**config.mk**
```make
export PLATFORM = sky130hd
export DESIGN_NAME = sync_fifo
export DESIGN_NICKNAME = d
export VERILOG_FILES = /design/src/rtl/sync_fifo.sv
export SDC_FILE = /design/constraint.sdc
export NUM_CORES = 1
export LEC_CHECK = 0
export CAP_MARGIN = 30
export CORE_MARGIN = 2
export CORE_UTILIZATION = 60
export CTS_BUF_LIST = sky130_fd_sc_hd__clkbuf_8
export DETAILED_ROUTE_END_ITERATION = 6
export GPL_ROUTABILITY_DRIVEN = 0
export PLACE_DENSITY = 0.82
export SLEW_MARGIN = 20
export SYNTH_ARGS = -nofsm -noshare
export SYNTH_HDL_FRONTEND = slang
export SYNTH_SLANG_ARGS = --single-unit
```
**constraint.sdc**
```tcl
create_clock -name CLK -period 7.1 [get_ports CLK]
set_input_delay 1.775 -clock CLK [delete_from_list [all_inputs] [get_ports CLK]]
set_output_delay 1.775 -clock CLK [all_outputs]
set_load 0.02 [all_outputs]
```
**src/rtl/sync_fifo.sv**
```systemverilog
// Single-clock FIFO with occupancy count, almost-full/empty thresholds, sticky errors, flush.
// Latency: a write is visible (o_empty=0) after its edge; FWFT=0 read data one cycle after the read edge, FWFT=1 combinational.
// Backpressure: writes are dropped while full (o_overflow latches) and reads ignored while empty (o_underflow latches).
//
// Ports:
//   CLK, RST         clock and synchronous active-high reset
//   i_flush          synchronous flush: empties the queue and clears the error flags
//   i_w_inc/i_w_data write request and data
//   i_r_inc          read request (FWFT=1: acknowledge of the presented word)
//   o_r_data/o_r_valid  read data and its qualifier
//   o_full/o_empty/o_almost_full/o_almost_empty/o_count  decodes of the registered occupancy
//   o_overflow/o_underflow  sticky rejected-access flags

module sync_fifo #(
    parameter int D_SIZE   = 8,
    parameter int A_SIZE   = 3,
    parameter int AF_LEVEL = 6,
    parameter int AE_LEVEL = 1,
    parameter int FWFT     = 0
) (
    input  logic              CLK,
    input  logic              RST,
    input  logic              i_flush,
    input  logic              i_w_inc,
    input  logic [D_SIZE-1:0] i_w_data,
    input  logic              i_r_inc,
    output logic [D_SIZE-1:0] o_r_data,
    output logic              o_r_valid,
    output logic              o_full,
    output logic              o_empty,
    output logic              o_almost_full,
    output logic              o_almost_empty,
    output logic [A_SIZE:0]   o_count,
    output logic              o_overflow,
    output logic              o_underflow
);

    localparam int DEPTH = 1 << A_SIZE;

    // Thresholds sized to the count register so the compares are width-exact.
    localparam logic [A_SIZE:0]   CNT_FULL = (A_SIZE+1)'(DEPTH);
    localparam logic [A_SIZE:0]   AF_THR   = (A_SIZE+1)'(AF_LEVEL);
    localparam logic [A_SIZE:0]   AE_THR   = (A_SIZE+1)'(AE_LEVEL);
    localparam logic [A_SIZE:0]   CNT_ONE  = (A_SIZE+1)'(1);
    localparam logic [A_SIZE-1:0] PTR_ONE  = A_SIZE'(1);

    logic [D_SIZE-1:0] mem [DEPTH];
    logic [A_SIZE-1:0] wptr;
    logic [A_SIZE-1:0] rptr;
    logic [A_SIZE:0]   count;
    logic              wr_acc;
    logic              rd_acc;

    // Status is a pure decode of the registered count, so it moves on the
    // same edge that commits the access.
    assign o_count        = count;
    assign o_full         = (count == CNT_FULL);
    assign o_empty        = (count == '0);
    assign o_almost_full  = (count >= AF_THR);
    assign o_almost_empty = (count <= AE_THR);

    // Accept decisions use start-of-cycle flags: at full a simultaneous
    // read still drains, at empty a simultaneous write still fills. Flush
    // suppresses both so nothing is stored or popped in a flush cycle.
    assign wr_acc = i_w_inc & ~o_full  & ~i_flush;
    assign rd_acc = i_r_inc & ~o_empty & ~i_flush;

    // Storage array; flush leaves contents alone, only reset zeroes them.
    always_ff @(posedge CLK) begin
        if (RST) begin
            for (int i = 0; i < DEPTH; i++) begin
                mem[i] <= '0;
            end
        end else if (wr_acc) begin
            mem[wptr] <= i_w_data;
        end
    end

    // Pointers wrap naturally at 2^A_SIZE; the separate count resolves the
    // full/empty ambiguity of equal pointers.
    always_ff @(posedge CLK) begin
        if (RST || i_flush) begin
            wptr <= '0;
            rptr <= '0;
        end else begin
            if (wr_acc) begin
                wptr <= wptr + PTR_ONE;
            end
            if (rd_acc) begin
                rptr <= rptr + PTR_ONE;
            end
        end
    end

    always_ff @(posedge CLK) begin
        if (RST || i_flush) begin
            count <= '0;
        end else begin
            case ({wr_acc, rd_acc})
                2'b10:   count <= count + CNT_ONE;
                2'b01:   count <= count - CNT_ONE;
                default: count <= count;
            endcase
        end
    end

    // Sticky error flags. They look at the raw request against the
    // start-of-cycle flag, so a write at full with a concurrent read still
    // reports overflow even though the read makes room.
    always_ff @(posedge CLK) begin
        if (RST || i_flush) begin
            o_overflow  <= 1'b0;
            o_underflow <= 1'b0;
        end else begin
            if (i_w_inc && o_full) begin
                o_overflow <= 1'b1;
            end
            if (i_r_inc && o_empty) begin
                o_underflow <= 1'b1;
            end
        end
    end

    generate
        if (FWFT != 0) begin : g_fwft
            // Head word is always presented; i_r_inc acknowledges it.
            assign o_r_data  = mem[rptr];
            assign o_r_valid = ~o_empty;
        end else begin : g_reg
            logic [D_SIZE-1:0] r_data_q;
            logic              r_valid_q;

            // One-cycle valid pulse per accepted read; data holds otherwise.
            always_ff @(posedge CLK) begin
                if (RST) begin
                    r_data_q  <= '0;
                    r_valid_q <= 1'b0;
                end else if (i_flush) begin
                    r_valid_q <= 1'b0;
                end else begin
                    r_valid_q <= rd_acc;
                    if (rd_acc) begin
                        r_data_q <= mem[rptr];
                    end
                end
            end

            assign o_r_data  = r_data_q;
            assign o_r_valid = r_valid_q;
        end
    endgenerate

endmodule

```
# --- After elaboration in Yosys (flattened, before gate mapping) ---
# Memory sizes are Yosys's and may differ from the RTL's. A register that Yosys moved wholly into a read port is not among the register bits.
# Cells that the tools add are included.
totals:
  n_memories: 1
  inputBits: 13
  ramBits: 64
  register_bits: 13
  out_inout_bits: 19
  wordCells: 40
op_classes:
  n_mux: 9
  n_eq_ne: 3
  n_bitwise: 7
  addsub: 4
  order_cmp: 2
  n_reduce_logical: 8
mem_list:
  columns: ["name", "depth", "word_bits", "rd", "rd_clocked_by_memory_dff", "wr", "line_no", "rtl"]
  rows:
  - ["mem", 8, 8, 1, 1, 8, "47", "logic [D_SIZE-1:0] mem [DEPTH];"]
op_table:
  columns: ["op", "count"]
  rows:
  - ["$mux W8", 1]
  - ["$pmux W4 S2", 1]
  - ["$reduce_or A8 Y1", 1]
  - ["$add A3 B1 Y3 const B", 2]
  - ["$mux W1", 6]
  - ["$add A4 B1 Y4 const B", 1]
  - ["$and A1 B1 Y1", 4]
  - ["$eq A4 B4 Y1 const B", 1]
  - ["$ge A4 B3 Y1 const B", 1]
  - ["$le A4 B1 Y1 const B", 1]
  - ["$logic_not A4 Y1", 1]
  - ["$sub A4 B1 Y4 const B", 1]
  - ["$mux W3", 1]
  - ["$not A1 Y1", 3]
  - ["$eq A2 B1 Y1 const B", 1]
  - ["$eq A2 B2 Y1 const B", 1]
  - ["$logic_and A1 B1 Y1", 2]
  - ["$reduce_and A2 Y1", 1]
  - ["$reduce_bool A2 Y1", 1]
  - ["$reduce_or A2 Y1", 1]
  - ["$logic_or A1 B1 Y1", 1]

# --- Longest topological paths before layout ---
# Gate-level depths: netlist of run 1.
logic_depth:
  ltp_word: 9
  depth_mapped: 12

# --- Worst setup path after synthesis of run 1 ---
# OpenSTA, ideal clock, no wires.
synth_timing:
  path_kind: "in2reg"
  start: "input port i_flush"
  end: "register count[3] (netlist: o_count[3])"
  setup_ps: 128
  path_slack_ps: 3539
  required_time_ps: 6972
  stages: 9
  arrival_time_ps: 3433
  cell_sequence: "or3b_1 > buf_6 > inv_4 > buf_8 > ha_1 > or4b_1 > a21oi_1 > xnor2_1 > nor2_1"
synth_via:
  elab_chain_cells: 4
  elab_cells_between_ends: 8
  cone_classes: "eq/ne: 2; mux: 1; bitwise: 3; reduce/logical: 2"
synth_lines:
  columns: ["element", "line_no", "rtl"]
  rows:
  - ["start, declared", "23", "input logic i_flush,"]
  - ["$not A1 Y1 (no line) *", null, null]
  - ["$and A1 B1 Y1 *", "66", "assign rd_acc = i_r_inc & ~o_empty & ~i_flush;"]
  - ["named net rd_acc", "52", "logic rd_acc;"]
  - ["$eq A2 B1 Y1 or $eq A2 B2 Y1 (tied branches)", "99", "case ({wr_acc, rd_acc})"]
  - ["$pmux W4 S2 or $reduce_bool A2 Y1 (tied branches)", null, null]
  - ["end signal, assigned", "100", "2'b10: count <= count + CNT_ONE;"]
  - ["end signal, assigned", "101", "2'b01: count <= count - CNT_ONE;"]
  - ["end signal, assigned", "102", "default: count <= count;"]
  - ["end, declared", "50", "logic [A_SIZE:0] count;"]
# Mark *: on every way through the listed nets, which the timed path passes. The rest lies on a longest branch.
# A chain may end at the register's enable or synchronous reset.

==> results of run 1 <==
[worst min-delay path by stage]
| stage | start | depth (start not counted) | end |
|---|---|---|---|
| 2_1_floorplan | wptr[2] | 2 | wptr[2] |
| 3_3_place_gp | o_overflow | 2 | o_overflow |
| 3_5_place_dp | o_underflow | 2 | o_underflow |
| 4_1_cts | o_underflow | 2 | o_underflow |
| 5_1_grt | o_overflow | 2 | o_overflow |
| 6_report | o_underflow | 2 | o_underflow |
[power groups by stage]
stage | logic (W) | clock network, W | registers (W)
6_report | 0.0000701 | 0.000371 | 0.000559
4_1_cts | 0.0000701 | 0.000376 | 0.000559
2_1_floorplan | 0.0000391 | 0 | 0.000568
3_3_place_gp | 0.0000685 | 0 | 0.000569
5_1_grt | 0.0000757 | 0.000390 | 0.000561
3_5_place_dp | 0.0000696 | 0 | 0.000570
[layer usage]
metal	routed length [microns]	share of wire [%]	vias up	global-route usage [%]
li1	-	-	1141	-
met1	3600	43	1156	33.9
met2	4070	48	81	40.2
met3	515	6.1	22	7.12
met4	218	2.6	0	9.81
met5	0	0	-	0
[cell families (layout without fill, tap and decap cells)]
logic type / after synthesis / count (layout) / synth area share [%]
simple gates: 132 / 132 / 20.9
xor+xnor: 6 / 6 / 1.32
buf+inv: 16 / 52 / 2.85
mux: 26 / 26 / 9.60
flops: 85 / 85 / 58.7
fa+ha+maj: 7 / 7 / 2.19
compound gates: 26 / 26 / 4.42
[cells in the final DEF (no fill, tap or decap), types with 2 or more instances in the layout]
cell type	n
o22ai_1	8
clkbuf_8	9
a211oi_1	7
nor3_2	9
edfxtp_1	64
or2_2	11
a211oi_2	2
bufinv_16	2
nor2_2	6
a21oi_1	6
xor2_1	5
o21ai_0	2
nand3_1	2
mux2i_1	18
mux4_1	6
clkdlybuf4s50_1	31
inv_4	2
mux4_2	2
dfxtp_1	21
nand2_1	4
nand2b_1	5
inv_1	5
and2_1	64
nor2_1	21
ha_1	7
[registers in the layout, summed over array words and instances (netlist names)]
register	count
o_underflow	1
o_count	4
mem	64
rptr	3
wptr	3
o_overflow	1
o_r_valid	1
o_r_data	8
[stage by stage]
step           worst slack [ns]  cell area, sq um  total power, W  cells  hold slack [ns]
6_report                   3.13              4520         0.00100    411            0.476
5_1_grt                    2.98              4520         0.00103    411            0.521
4_1_cts                    3.13              4520         0.00100    411            0.482
3_5_place_dp               2.75              4310        0.000640    395            0.462
3_3_place_gp               2.81              4310        0.000638    395            0.446
2_1_floorplan              3.54              3990        0.000608    298            0.511
[area by class of cell]
cell class	count	area (sq um)
Multi-Input combinational cell	197	1530
Fill cell	416	1860
Sequential cell	85	2340
Clock buffer	9	124
Clock inverter	7	90.1
Tap cell	77	96.3
Inverter	4	17.5
Timing Repair Buffer	32	318
[worst register-to-register path, cell delays in order (launching register included)]
cell and delay [ns]:
dfxtp_1 0.45, inv_1 0.10, ha_1 0.25, nor3b_2 0.20
or3b_1 0.57, inv_4 0.20, ha_1 0.25, or4b_1 0.45
a21oi_1 0.20, xnor2_1 0.13, nor2_1 0.05
==> results.md, run 1 <==
* Status: completed
* Effective utilization at floorplan at 62.5%
* Hold_buf cts at 0
* Most frequent cells after synthesis: 64 x and2_1, 64 x edfxtp_1, 21 x dfxtp_1, 21 x nor2_1, 18 x mux2i_1
* Top-area cell type share of the netlist area at approximately 48%
* CTS tree: built
* Final hold violations at 0
* Crit Path Class: primary input to flip-flop
* Die width at ~86 microns
* Post-synthesis cell area at 3990 sq um
* Ys async rst share at 0%
* I/O Pins at 32
* Die Y at 85.6 microns
* Synth Instances at 298
* CTS Root Cell: clkbuf_8
* CP Depth at 5
* Total clock sinks at 85
* Mean Syn Cell Area at about 13 sq um
* Initial antenna violation count at 0
* Largest stage delay on the critical path at 0.87 ns
* # diodes at 0
* Worst R2R Path Depth at 10
* Slowest-stage cell, CP: clkdlybuf4s50_1
* Post-CTS setup buffers at 0
* Netlist cell types at 40
* Highest Clock Rate at about 0.25 GHz
* Yosys top cell by area: edfxtp_1
* Clk Latency, worst-skew pair at 0.36 ns
* Max-slew violation count at 0
* CTS Buf Count at 9
* Number of synthesis warnings at 0
* Vias in the first global route at about 2400
* Sw frac at 22.5%
* Combinational Power Share at roughly 7%
* WP buf/inv at 1
* Setup crit end kind: flip-flop
* Worst Tran Pin Value at 0.884 ns
* H-tree depth at 3
* Residual DRC count at 0
* Yosys reg bits at 85
* Worst EP arrival at 4.03 ns
* Detail Route Antenna Nets at 0
* Crit-path leading delay family: simple AND/OR/NAND/NOR gates
* Worst setup SP type: primary input
* Final wirelength at 8410 microns
* Clock power frac at 37.1%
* Total GRT Usage at 25.5%
* Final Util at 70.8%
* Post-synthesis sequential area ratio at 58.7%
* RR Endpoint: o_count[3]
* Max_cap viols at 0
* Core Box Area at 6390 sq um
* Switch Pwr at ~0.00023 W
* Pre-Repair DR Iteration Count at 5
* Min-Delay Path Class: flip-flop to flip-flop
* Vias per cell at 5.84
* Leading post-synthesis cells by cell area: edfxtp_1 48%, dfxtp_1 11%, and2_1 10%
* Tcrit/Tclk final at 56.0%
* RSZ-0062 raised after global routing: false
* Pin count of the biggest net entering global routing at 27
* I/O Buffers at 31
* Slew HR at approximately two fifths
* Critical path, cell by cell: clkdlybuf4s50_1 > nor2_1 > nand4_2 > nor3_2 > or2_2
* CP endpoint: mem[4][4]
* Clk_skew at around 0.015 ns
* Final setup violating endpoints at 0
* Vias at between 2000 and 2500
* Layout Nets at 349
* Clock Path Buffers at 2
* Pint at ~0.00078 W
* Critical path required time at just over 7 ns
* Ys flop type: edfxtp_1
* Dpl hpwl at 5750 microns
* First-pass GRT wire length at ~13000 microns
* Die area at 7320 sq um
* Pwr dens at roughly 220 nW/um^2
* WL/cell at 20.5 microns
* Post-Route Setup TNS at 0 ns
* Synth-to-layout area growth at 13.3%
* CP Max Fanout at 19
* Launching point of the worst reg2reg path: o_count[0]
* CTS resizes at 0
* Number of flops mapped to enable cells by yosys at 64
* Synthesized net count at 318
* Layout cell share with drive strength beyond 1 at between 15 and 20%
* Drt first-iter violations at 230
* Register-to-Register Setup Slack at 4.13 ns
* Max IR drop VDD at between 0.15 and 0.2 mV
* Site Rows at 29
* Reg power frac at 55.9%
* Fin crit period at 3.97 ns
* Static Leak at ~1.6 nW
* Total gr overflow at 0
* Clock Pin Slew Worst Setup and Hold Paths at around 0.080 ns
* CP Launch Point: RST
No activity file was read; power rests on OpenSTA's default activity.
==> inputs of run 2 (changes only) <==
Clock period 7.1 ns to 3.7 ns, I/O delays scaled along.
==> run 2 against run 1 <==
Compared with the run above: clock power is 89% higher; critical endpoint is now o_full; global-route usage is 2.5 points lower; first-iteration DRC count is 6.5% higher; core utilization is 0.22 points higher; via count is 0.54% higher; flip-flop and latch count stayed put; worst hold slack worse by 0.0036 ns; wire length is 8.1% lower; critical path depth stayed put; critical path type is now flip-flop to output pin; design area is 0.30% higher; largest cell class unchanged.
==> results.md, run 2 (synthesized netlist as in run 1, its figures left out) <==
* Clock Path Buffers at 2 (unchanged)
* Max-slew violation count at 0 (unchanged)
* Total gr overflow at 0 (unchanged)
* Drt first-iter violations at 245 (+6.5%)
* Hold path startpoint: o_underflow
* First-pass GRT wire length at 12400 microns (-7.4%)
* Slew HR at 64.9% (+24 points)
* Final setup violating endpoints at 0 (unchanged)
* Launching point of the worst reg2reg path: o_count[0]
* Highest Clock Rate at 0.335 GHz
* Effective utilization at floorplan at 62.5% (unchanged)
* Worst EP arrival at 2.06 ns (-1.97 ns)
* Clk Latency, worst-skew pair at 0.35 ns (about the same)
* Static Leak at 1.65 nW (about the same)
* WP buf/inv at 3 (+2)
* Switch Pwr at 0.000418 W (+86%)
* Clock Pin Slew Worst Setup and Hold Paths at 0.09 ns (about the same)
* Vias in the first global route at 2367 (-0.80%)
* CP Launch Point: o_count[0]
* Core Box Area at 6390 sq um (unchanged)
* Largest stage delay on the critical path at 0.54 ns (-0.33 ns)
* Initial antenna violation count at 0 (unchanged)
* Sw frac at 22.0% (-0.55 points)
* # diodes at 0 (unchanged)
* Max_cap viols at 0 (unchanged)
* Vias per cell at 5.84 (about the same)
* I/O Pins at 32 (unchanged)
* Crit-path leading delay family: buffers and inverters
* Die area at 7320 sq um (unchanged)
* Min-Delay Path Class: flip-flop to flip-flop
* Worst Tran Pin Value at 0.526 ns (-0.358 ns)
* Final hold violations at 0 (unchanged)
* Detail Route Antenna Nets at 0 (unchanged)
* Crit Path Class: flip-flop to output pin
* Total clock sinks at 85 (unchanged)
* Site Rows at 29 (unchanged)
* Clock power frac at 36.8% (-0.3 points)
* Reg power frac at 56.1% (+0.2 points)
* Vias at 2413 (+0.54%)
* Layout cell share with drive strength beyond 1 at 15.8% (+0.50 points)
* Post-Route Setup TNS at 0 ns (unchanged)
* Pre-Repair DR Iteration Count at 4 (-1)
* Max IR drop VDD at 0.267 mV (+58%)
* Clk_skew at 0.00990 ns (-0.00524 ns)
* I/O Buffers at 31 (unchanged)
* Pwr dens at 420 nW/um^2 (+90%)
* CTS Root Cell: clkbuf_8
* PnR Total Power at 0.00190 W (+90%)
* Setup crit end kind: output pin
* H-tree depth at 3 (unchanged)
* Combinational Power Share at 7.1% (about the same)
* CTS tree: built
* Final wirelength at 7730 microns (-8.1%)
* Layout Nets at 351 (+0.57%)
* CP most frequent cell: inv_1
* Fin crit period at 2.98 ns
* Status: completed
* Die Y at 85.6 microns (unchanged)
* RSZ-0062 raised after global routing: false
* CTS Buf Count at 9 (unchanged)
* CTS resizes at 0 (unchanged)
* Tcrit/Tclk final at 80.6%
* Hold_buf cts at 0 (unchanged)
* Top reg by flops: mem
* Critical path required time at 2.77 ns (-4.39 ns)
* Max FFs per register at 64 (unchanged)
* Worst setup SP type: flip-flop
* Die width at 85.6 microns (unchanged)
* Most frequent cells in the layout: 64 x and2_1, 64 x edfxtp_1, 31 x clkdlybuf4s50_1
* Total GRT Usage at 23.0% (-2.5 points)
* Synth-to-layout area growth at 13.7%
* Pin count of the biggest net entering global routing at 19 (-30%)
* Dpl hpwl at 5220 microns (-9.3%)
* Pint at 0.00149 W (+92%)
* Post-CTS setup buffers at 0 (unchanged)
* CP Max Fanout at 7 (-12)
* Critical path, cell by cell: inv_1 > ha_1 > nand3b_1 > inv_1 > clkdlybuf4s50_1
* Residual DRC count at 0 (unchanged)
* WL/cell at 18.7 microns (-8.5%)
* Slowest-stage cell, CP: clkdlybuf4s50_1
==> run 2: cell types whose count changed in the layout (fill, tap and decap cells not counted) <==
cell      before  now
buf_4          1    3
clkinv_2       0    1
inv_4          2    1
clkinv_1       0    2
inv_1          5    3
==> run 2: metrics by stage <==
stage / setup slack (ns) / std cells / area, sq um / util, % / hold slack [ns]
2_1_floorplan: 0.846 / 298 / 3990 / - / 0.511
5_1_grt: 0.545 / 413 / 4540 / 71.0 / 0.501
6_report: 0.716 / 413 / 4540 / 71.0 / 0.472
3_5_place_dp: 0.550 / 397 / 4320 / 67.7 / 0.459
4_1_cts: 0.696 / 413 / 4540 / 71.0 / 0.479
3_3_place_gp: 0.584 / 397 / 4320 / 67.7 / 0.450
==> run 2: routing by layer <==
layer / vias to the layer above / wire, microns / track usage (%)
met5: - / 0 / 0
met1: 1168 / 3390 / 31.9
li1: 1151 / - / -
met4: 0 / 179 / 8.95
met2: 81 / 3770 / 35.9
met3: 13 / 397 / 5.20
==> run 2: final timing paths <==
kind | depth (start not counted) | slack [ns] | to
hold reg to reg | 2 | 0.47 | o_underflow
setup / recovery | 5 | 0.72 | o_full
hold / removal | 2 | 0.47 | o_underflow
setup reg to reg | 10 | 0.98 | o_count[3]
==> run 2: power groups by stage <==
stage	Clock, W	Sequential, W	Combinational (W)
after floorplan	0	0.00109	0.0000750
after global placement	0	0.00109	0.000132
after detailed placement	0	0.00109	0.000134
after CTS	0.000707	0.00107	0.000136
after global routing	0.000742	0.00107	0.000147
final	0.000702	0.00107	0.000135
==> run 2: layout make-up <==
cell class | count | area [sq um]
Fill cell | 443 | 1850
Clock buffer | 9 | 124
Multi-Input combinational cell | 197 | 1530
Sequential cell | 85 | 2340
Clock inverter | 7 | 88.8
Timing Repair Buffer | 34 | 333
Tap cell | 77 | 96.3
Inverter | 4 | 17.5
==> run 2: worst min-delay path: cells and delay by family (launching register included) <==
| family | cells | cell delay [ns] |
|---|---|---|
| AOI/OAI and AO/OA | 1 | 0.04 |
| DFF | 1 | 0.33 |
| and+or+nand+nor | 1 | 0.07 |
==> edit 1: new RTL, flow settings as in run 2 <==
`D_SIZE`: 8 -> 16.
--- a/src/rtl/sync_fifo.sv
+++ b/src/rtl/sync_fifo.sv
@@ -14,3 +14,3 @@
 module sync_fifo #(
-    parameter int D_SIZE   = 8,
+    parameter int D_SIZE   = 16,
     parameter int A_SIZE   = 3,
Ports: changed (resized i_w_data and o_r_data); port bits go from 32 to 48. The function was not compared with the original's and may differ.
==> edit 1 against run 2 <==
- the flow now finishes with violations (DRC)
- worst setup slack worse by 0.14 ns
- cell area increased by 71%
- synthesized area rose by 71%
- power is 77% higher
- register-to-register slack improved by 0.09 ns
- sequential cell count is 72 higher
- wire length up 82%
- sequential power increased by 86%
- largest cell class unchanged
==> edit 1: results <==
group,metric,value,unit
yosys,synth_area_leaders,"edfxtp_1 (56%), nor2_1 (8.6%), dfxtp_1 (8.5%), mux4_2 (5.3%), mux2i_1 (5.0%)",
place,post-place-ws,0.621,ns
outcome,violations,"DRC",
yosys,synthAdderAreaFrac,0.0128,
cells_and_area,clkCellAreaFrac,0.0452,
cells_and_area,nets,620,
setup_path,setup.worst_path.start,"o_count[1]$_SDFFE_PP0P_",
clock_tree,htree_levels,4,
setup_path,reg2reg_slack,1.07,ns
place,hpwl,9330,um
detailed_routing,drcViolationCount,1,
pwr,p_comb_frac,0.065,
cells_and_area,layoutNonFillerInstCount,745,
place,dp_cells,713,
detailed_routing,finalWirelength,14100,um
detailed_routing,firstDrtPassIters,7,
yosys,ys_ff_latch,157,
setup_path,arrival,2.20,ns
detailed_routing,num_vias,4354,
cells_and_area,largest_reg_flops,128,
setup_path,endpoint,"o_empty",
yosys,syn_nets,573,
pwr,vdd_drop_max,341,uV
pwr,power_frac_clock,0.345,
yosys,synth.avg_cell_area,12.5,um^2
yosys,synthMuxAreaShare,0.103,
pwr,p_int,2.63,mW
cells_and_area,multi_input_gates,340,
cells_and_area,multi_input_area,0.00214,mm^2
cells_and_area,seq_share,0.571,
cells_and_area,fillers,750,
grt,use_met2,0.387,
grt,use_met3,0.0752,
outcome,status,"finished with violations",
grt,grt_pass1_wl,22800,um
pwr,finalPower,3.37,mW
cells_and_area,drive_above_1_share,0.119,
pwr,leakagePower,2.66,nW
place,numPortBuffers,47,
yosys,yosysUniqueCellTypes,34,
cells_and_area,buf_share,0.0819,
timing,worst_pin_slew,0.754,ns
timing,clock-skew-final,0.0125,ns
cells_and_area,n_all_inverters,7,
detailed_routing,drt-initial-drc-count,383,
yosys,synth_edf_count,128,
grt,met1_usage,0.334,
timing,finalCritPeriodShare,0.845,
cells_and_area,nClkBuffers,17,
yosys,synth_xor_area_frac,0.00899,
[edit 1: cell types whose count changed after synthesis, sizes merged, moves of 11 or more]
cell,delta
nor2,+130
and2,-64
edfxtp,+64
nand2,+30
clkbuf,+18
mux2i,+16
buf,+11
[edit 1: critical path, stage by stage (launching register included)]
cell and delay, ns:
dfxtp_1 0.37, inv_1 0.12, ha_1 0.28, nor3b_2 0.31, clkdlybuf4s50_1 0.66
[edit 1: metrics by stage]
| step | cell area [um^2] | hold WS, ns | utilization |
|---|---|---|---|
| after CTS | 7760 | 0.481 | 0.706 |
| after detailed placement | 7410 | 0.464 | 0.674 |
| after global routing | 7760 | 0.512 | 0.706 |
| after global placement | 7410 | 0.451 | 0.674 |
| after floorplan | 6820 | 0.466 | - |
| final | 7760 | 0.479 | 0.706 |
[edit 1: per-layer routing]
metal  part of all wire  routed length, um
met1               0.41               5820
met2               0.48               6820
met3              0.091               1280
met4              0.012                163
met5                  0                  0
==> edit 2: new RTL, config.mk and constraints of run 2 <==
Made on the original files. Put one more register stage on the output `o_overflow`, with the module's reset. The value now appears one clock later. The other outputs are not delayed to match.
--- a/src/rtl/sync_fifo.sv
+++ b/src/rtl/sync_fifo.sv
@@ -45,2 +45,4 @@
     localparam logic [A_SIZE-1:0] PTR_ONE  = A_SIZE'(1);
+
+    logic o_overflow_s0;
 
@@ -111,3 +113,3 @@
         if (RST || i_flush) begin
-            o_overflow  <= 1'b0;
+            o_overflow_s0 <= 1'b0;
             o_underflow <= 1'b0;
@@ -115,3 +117,3 @@
             if (i_w_inc && o_full) begin
-                o_overflow <= 1'b1;
+                o_overflow_s0 <= 1'b1;
             end
@@ -152,2 +154,10 @@
 
+    always_ff @(posedge CLK) begin
+        if (RST) begin
+            o_overflow <= '0;
+        end else begin
+            o_overflow <= o_overflow_s0;
+        end
+    end
+
 endmodule
Check against the original RTL: not equivalent (Yosys sat finds a counterexample within 10 cycles, from zero or initial values and one cycle with RST high).
==> edit 2 against run 2 <==
- wire length is 0.60% lower
- final cell count is 6.3% higher
- worst setup slack worse by 0.18 ns
- cell area fell by 3.0%
- synthesized cell count increased by 7.0%
- register-to-register slack worse by 0.19 ns
- global-route usage grew 0.94 points
- first-iteration DRC count rose by 15%
- power shrank 8.9%
- synthesized area decreased by 4.0%
- sequential cell count up 1
- hold slack better by 0.0023 ns
- fmax fell by 5.6%
==> edit 2: results <==
group,metric,value,unit
worst_hold_path,hold_path.class,"register to register",
timing,worst_pin_slew,0.759,ns
yosys,synthAdderAreaFrac,0.0229,
grt,met1_usage,0.320,
pwr,leakagePower,1.55,nW
yosys,synth_xor_area_frac,0.0160,
cells_and_area,fillers,460,
setup_path,crit_fanout,7,
yosys,synth.avg_cell_area,12.0,um^2
place,hpwl,5580,um
detailed_routing,drt-initial-drc-count,282,
detailed_routing,num_vias,2501,
setup_path,setup.worst_path.start,"o_count[1]$_SDFFE_PP0P_",
grt,grt_usage,0.239,
grt,grt_pass1_wl,12600,um
grt,use_met3,0.0514,
timing,clock-skew-final,0.00907,ns
grt,use_met2,0.389,
detailed_routing,finalWirelength,7690,um
place,post_dp_cell_area,0.00425,mm^2
cells_and_area,nets,377,
clock_tree,cts_setup_buffers,0,
yosys,synthMuxAreaShare,0.0940,
worst_hold_path,min_from,"o_overflow_s0$_SDFFE_PP0P_",
yosys,synth_common_cells,"nor2_1 (85), edfxtp_1 (64), dfxtp_1 (22), mux2i_1 (18), nand2_1 (17)",
place,post-place-ws,0.327,ns
pwr,vdd_drop_max,266,uV
cells_and_area,drive_above_1_share,0.116,
clock_tree,cts_resized,0,
clock_tree,clk_pin_slew,0.08,ns
grt,grt_max_degree,20,
yosys,syn_nets,339,
outcome,status,"completed",
yosys,synth_compound_area_frac,0.0555,
yosys,synth_area_leaders,"edfxtp_1 (50%), dfxtp_1 (11%), nor2_1 (8.3%), mux2i_1 (4.7%), mux4_2 (4.7%)",
yosys,ys_seq_area_frac,0.616,
place,numPortBuffers,31,
setup_path,arrival,2.24,ns
yosys,synth_edf_count,64,
place,dp_cells,423,
detailed_routing,wl_per_cell,17.5,um
cells_and_area,top_register,"mem",
yosys,yosysUniqueCellTypes,36,
setup_path,reg2reg_from,"o_count[0]$_SDFFE_PP0P_",
yosys,async_flop_share,0,
clock_tree,clk_latency,0.34,ns
## edit 2: report_power, final
| part | leakage (nW) | internal (mW) | total (mW) | switching (mW) |
|---|---|---|---|---|
| Sequential | 0.841 | 1.06 | 1.08 | 0.0137 |
| Combinational | 0.610 | 0.0606 | 0.138 | 0.0772 |
| Clock | 0.0968 | 0.229 | 0.520 | 0.291 |
| Total | 1.55 | 1.35 | 1.74 | 0.382 |
## edit 2: area by class of cell
class,count,area [um^2],share of cell area
inverter,7,26.3,0.00597
clock buffer,9,124,0.0282
sequential,86,2360,0.537
multi-input combinational,205,1320,0.299
timing repair buffer,48,445,0.101
tap,77,96.3,0.0219
clock inverter,7,27.5,0.00626
## edit 2: kinds of logic after synthesis
kind of cell / count (synthesis)
xor gates and xnor gates: 7
muxes: 26
DFF: 86
AOI/OAI and AO/OA: 32
adders and majority gates: 7
and+or+nand+nor: 133
buffers and inverters: 28
## edit 2: worst paths after layout
path	end	slack, ns	cells after the start
worst min register to register	o_overflow_s0$_SDFFE_PP0P_	0.47	2
worst min-delay path	o_overflow_s0$_SDFFE_PP0P_	0.47	2
worst max register to register	o_count[3]$_SDFFE_PP0P_	0.79	10
worst max-delay path	o_empty	0.54	4
## edit 2: critical path, stage by stage (launching register included)
cell and delay (ns):
dfxtp_1 0.37, inv_1 0.12, ha_1 0.27, nor3b_1 0.45
clkdlybuf4s50_1 0.69
## edit 2: metal layers
layer / part of all wire / wire length [um]
met1: 0.40 / 3100
met2: 0.51 / 3950
met3: 0.070 / 537
met4: 0.013 / 101
met5: 0 / 0
